==> src/rtl/bcd_seq_converter_if.sv <==
// Start/busy/done handshake and result bus for the sequential binary-to-BCD converter.
// master = requester (display path), slave = converter.
interface bcd_seq_converter_if #(
    parameter int BIN_W  = 14,
    parameter int DIGITS = 4
);
    logic                  start;
    logic [BIN_W-1:0]      bin;
    logic                  busy;
    logic                  done;
    logic [4*DIGITS-1:0]   bcd;
    logic                  ovf;

    modport master (output start, bin, input busy, done, bcd, ovf);
    modport slave  (input start, bin, output busy, done, bcd, ovf);
endinterface

==> src/rtl/bcd_seq_converter.sv <==
// Sequential double-dabble converter: one binary bit per clock through a shared
// row of per-digit add-3 lanes; saturates to all nines when the input overflows.
module bcd_dabble_lane (
    input  logic [3:0] d,
    input  logic       cin,
    output logic [3:0] q,
    output logic       cout
);
    logic [3:0] corr;

    // corrected digit shifts left one; its MSB carries into the next digit
    assign corr = (d >= 4'd5) ? d + 4'd3 : d;
    assign q    = {corr[2:0], cin};
    assign cout = corr[3];
endmodule

module bcd_seq_converter #(
    parameter int BIN_W  = 14,
    parameter int DIGITS = 4
) (
    input  logic                 clk,
    input  logic                 rst_n,
    bcd_seq_converter_if.slave   io
);
    localparam int          CNT_W = $clog2(BIN_W + 1);
    localparam logic [31:0] MAXV  = 32'(10**DIGITS - 1);

    typedef enum logic {IDLE, SHIFT} state_t;

    state_t                    state;
    logic [BIN_W-1:0]          shreg;
    logic [DIGITS-1:0][3:0]    wbcd;
    logic [DIGITS-1:0][3:0]    wbcd_nx;
    logic [DIGITS:0]           carry;
    logic [CNT_W-1:0]          cnt;
    logic                      ovf_p;
    logic                      top_c;
    logic                      busy_q;
    logic                      done_q;
    logic                      ovf_q;
    logic [4*DIGITS-1:0]       bcd_q;
    logic                      sat;

    assign carry[0] = shreg[BIN_W-1];

    for (genvar g = 0; g < DIGITS; g++) begin : g_lane
        bcd_dabble_lane u_lane (
            .d    (wbcd[g]),
            .cin  (carry[g]),
            .q    (wbcd_nx[g]),
            .cout (carry[g+1])
        );
    end

    // a carry out of the top digit can only happen on an overflowed input,
    // so folding it in just reinforces the saturation decision
    assign sat = ovf_p | top_c | carry[DIGITS];

    always_ff @(posedge clk or negedge rst_n) begin
        if (!rst_n) begin
            state  <= IDLE;
            shreg  <= '0;
            wbcd   <= '0;
            cnt    <= '0;
            ovf_p  <= 1'b0;
            top_c  <= 1'b0;
            busy_q <= 1'b0;
            done_q <= 1'b0;
            ovf_q  <= 1'b0;
            bcd_q  <= '0;
        end else begin
            done_q <= 1'b0;
            case (state)
                IDLE: begin
                    if (io.start) begin
                        shreg  <= io.bin;
                        wbcd   <= '0;
                        cnt    <= CNT_W'(BIN_W);
                        ovf_p  <= (32'(io.bin) > MAXV);
                        top_c  <= 1'b0;
                        busy_q <= 1'b1;
                        state  <= SHIFT;
                    end
                end
                SHIFT: begin
                    wbcd  <= wbcd_nx;
                    shreg <= {shreg[BIN_W-2:0], 1'b0};
                    cnt   <= cnt - CNT_W'(1);
                    top_c <= top_c | carry[DIGITS];
                    if (cnt == CNT_W'(1)) begin
                        bcd_q  <= sat ? {DIGITS{4'h9}} : wbcd_nx;
                        ovf_q  <= ovf_p;
                        done_q <= 1'b1;
                        busy_q <= 1'b0;
                        state  <= IDLE;
                    end
                end
                default: state <= IDLE;
            endcase
        end
    end

    assign io.busy = busy_q;
    assign io.done = done_q;
    assign io.bcd  = bcd_q;
    assign io.ovf  = ovf_q;
endmodule

==> src/flat_wrapper.sv <==
// flat-port wrapper written by rule: the top's interface ports become plain ports
module bcd_seq_converter_flat 
#(
    parameter int BIN_W  = 14,
    parameter int DIGITS = 4
)
  (clk, rst_n, io_start, io_bin, io_busy, io_done, io_bcd, io_ovf);
  bcd_seq_converter_if #(.BIN_W(BIN_W), .DIGITS(DIGITS)) io_i ();
  input  logic clk;
  input  logic rst_n;
  input wire logic [$bits(io_i.start)-1:0] io_start;
  input wire logic [$bits(io_i.bin)-1:0] io_bin;
  output wire logic [$bits(io_i.busy)-1:0] io_busy;
  output wire logic [$bits(io_i.done)-1:0] io_done;
  output wire logic [$bits(io_i.bcd)-1:0] io_bcd;
  output wire logic [$bits(io_i.ovf)-1:0] io_ovf;
  assign io_i.start = io_start;
  assign io_i.bin = io_bin;
  assign io_busy = io_i.busy;
  assign io_done = io_i.done;
  assign io_bcd = io_i.bcd;
  assign io_ovf = io_i.ovf;
  bcd_seq_converter #(.BIN_W(BIN_W), .DIGITS(DIGITS)) u_core (.clk(clk), .rst_n(rst_n), .io(io_i));
endmodule
==> config.mk <==
export PLATFORM = sky130hd
export DESIGN_NAME = bcd_seq_converter_flat
export DESIGN_NICKNAME = d
export VERILOG_FILES = /design/src/rtl/bcd_seq_converter_if.sv /design/src/rtl/bcd_seq_converter.sv /design/src/flat_wrapper.sv
export SDC_FILE = /design/constraint.sdc
export NUM_CORES = 1
export LEC_CHECK = 0
export ABC_AREA = 1
export CORE_ASPECT_RATIO = 1.5
export CORE_MARGIN = 2
export CORE_UTILIZATION = 59
export CTS_CLUSTER_SIZE = 8
export DETAILED_ROUTE_END_ITERATION = 6
export PLACE_DENSITY = 0.84
export REMOVE_ABC_BUFFERS = 1
export SETUP_SLACK_MARGIN = 0.3
export SYNTH_ARGS = -nofsm -noshare
export SYNTH_HDL_FRONTEND = slang
export SYNTH_SLANG_ARGS = --single-unit
==> constraint.sdc <==
create_clock -name clk -period 2.6 [get_ports clk]
set_input_delay 0.78 -clock clk [delete_from_list [all_inputs] [get_ports clk]]
set_output_delay 0.78 -clock clk [all_outputs]
set_load 0.03 [all_outputs]
==> impl_metrics.json <==
{
  "worst_pin_slew_ns": 0.6449,
  "fin_nets": 412,
  "drc": 0,
  "drtPass1Iterations": 5,
  "synthCells": 348,
  "fp.dieArea_um2": 5376,
  "clock.fmax_mhz": 462.8,
  "synthToLayoutAreaGrowth_pct": 17.60,
  "wl_mm": 5.919,
  "status": "complete, no violations",
  "cts.sinks": 56,
  "crit_chain": "clkdlybuf4s50_1",
  "post-dp-hpwl_mm": 4.224,
  "syn_area_um2": 2829,
  "ant_nets": 0,
  "critical_path_required_ns": 1.82,
  "worstSkewPairLatency_ns": 0.32,
  "hp-class": "input pin to async pin",
  "cp_num_buf_inv": 1,
  "grt_usage_pct": 24.40,
  "layout_commonest_cell": "nand2_1",
  "max-vdd-ir-drop_mv": 0.7373,
  "p_leak_nw": 1.624,
  "grt_pass1_vias": 2252,
  "cts_tree": "built",
  "skew_ns": 0.01089,
  "rr_startpoint": "u_core.state",
  "io_pins": 36,
  "vias": 2437,
  "post_cts_buffers": 0,
  "async_flop_share_pct": 100.0,
  "ys_seq_area_share_pct": 49.54,
  "r2r_end": "u_core.io.bcd[2]",
  "cts_resized": 0,
  "cp_num_cells": 1,
  "rsz0062_at_grt": "false",
  "cts_max_level": 2,
  "crit_path_start_kind": "flip-flop",
  "crit_type": "flip-flop to output port",
  "cts_hold_buf": 0,
  "die_h_um": 88.81,
  "drtIter0Drc": 130,
  "cpMaxStageDelayCell": "clkdlybuf4s50_1",
  "clockRootBuffer": "clkbuf_8",
  "critPathMaxFanout": 2,
  "port_buffers": 35,
  "slew_headroom_pct": 57.00,
  "grt-ovfl-total": 0,
  "reg2reg_slack_ns": 0.79,
  "drv_slew": 0,
  "die_width_um": 60.54,
  "numCtsBuffers": 5,
  "grt_pass1_wl_mm": 9.942,
  "drive_above_1_share_pct": 6.995,
  "antenna_found_initial": 0,
  "hold_viol": 0,
  "grt_max_degree": 57,
  "initial_core_util_pct": 61.78,
  "via_per_inst": 5.416,
  "clk_pin_slew_ns": 0.10,
  "setup_viol": 0,
  "cp-end-kind": "output port",
  "max_cap_violations": 0,
  "yosys_warnings": 0,
  "rows": 30,
  "gp_congestion": 0.8365,
  "antenna-diode-count": 0,
  "synth_edf_count": 0,
  "ys_ff_latch": 56,
  "r2r.worst_path.cells": 4,
  "synth_flop_cell": "dfrtp_1",
  "cts.path.max_buffers": 2,
  "cellPowerDensity_nw_per_um2": 1246,
  "path_delay_family": "buffers and inverters",
  "period_needed_ns": 2.161,
  "syn_avg_cell_area_um2": 8.129,
  "cp.arrival_ns": 1.38,
  "slowest_delay_ns": 0.68,
  "core_area_um2": 4579,
  "yosysUniqueCellTypes": 25,
  "fin_setup_tns_ns": 0,
  "final_cell_mix": "nand2_1 (103), dfrtp_1 (56), inv_1 (41)",
  "power_mw": 4.144,
  "wl_per_cell_um": 13.15,
  "post-route-period-util_pct": 83.10
}
-- report_power, final --
part | total [mW] | switching (mW) | internal, mW | leakage, nW
clock network | 0.491 | 0.277 | 0.213 | 0.0510
logic | 2.13 | 1.35 | 0.777 | 0.887
registers | 1.52 | 0.278 | 1.24 | 0.686
-- registers in the layout, summed over array words and instances (netlist names) --
signal,cells
u_core.io.ovf,1
u_core.io.bcd,16
u_core.cnt,4
u_core.wbcd,16
u_core.shreg,14
u_core.io.busy,1
u_core.state,1
u_core.top_c,1
u_core.ovf_p,1
u_core.io.done,1
-- logic make-up after synthesis --
| logic type | count (synthesis) | synth area share [%] |
|---|---|---|
| flops | 56 | 49.54 |
| buf+inv | 53 | 8.138 |
| simple gates | 181 | 27.95 |
| fa+ha+maj | 10 | 4.423 |
| compound gates | 48 | 9.951 |
-- worst max path at each step --
stage | start | endpoint
detailed placement | io_start | u_core.ovf_p
floorplan | io_start | u_core.shreg[13]
CTS | u_core.io.bcd[1] | io_bcd[1]
global placement | io_start | u_core.ovf_p
finish | u_core.io.bcd[1] | io_bcd[1]
global route | u_core.io.bcd[1] | io_bcd[1]
-- per-layer routing --
metal  track usage, %  wire (µm)  up-vias
li1                 -          -     1197
met4            7.708         81        0
met2            44.27       3181       77
met3            3.947        248        8
met5                0          0        -
met1            28.90       2406     1155
-- cell usage after synthesis, drive strengths merged, types with 5 or more instances --
cell type	n	area, µm²
nand3	33	190.2
dfrtp	56	1401
nor2	32	122.6
o211ai	7	52.55
ha	10	125.1
or2	5	31.28
inv	44	167.7
o21ai	30	150.1
buf	6	51.30
nand4	6	37.54
nand2	105	409.1
-- area by class of cell --
class                      count  area [µm²]
multi-input combinational    239        1197
fill                         375        1252
tap                           64       80.08
clock buffer                   6       82.58
inverter                      44       167.7
clock inverter                 2       10.01
timing repair buffer          39       387.9
sequential                    56        1401
-- metrics by stage --
stage          hold WS [ns]  util, %  instance area, µm²  std cells  worst slack (ns)
6_report             0.4373    72.65                3327        450            0.4394
2_1_floorplan        0.4594        -                2766        339            0.7231
3_5_place_dp         0.4716    70.63                3234        442            0.5774
5_1_grt              0.4632    72.65                3327        450            0.4121
3_3_place_gp         0.4662    70.63                3234        442            0.6219
4_1_cts              0.4578    72.65                3327        450            0.4306
Power figures use the tool's default switching activity.
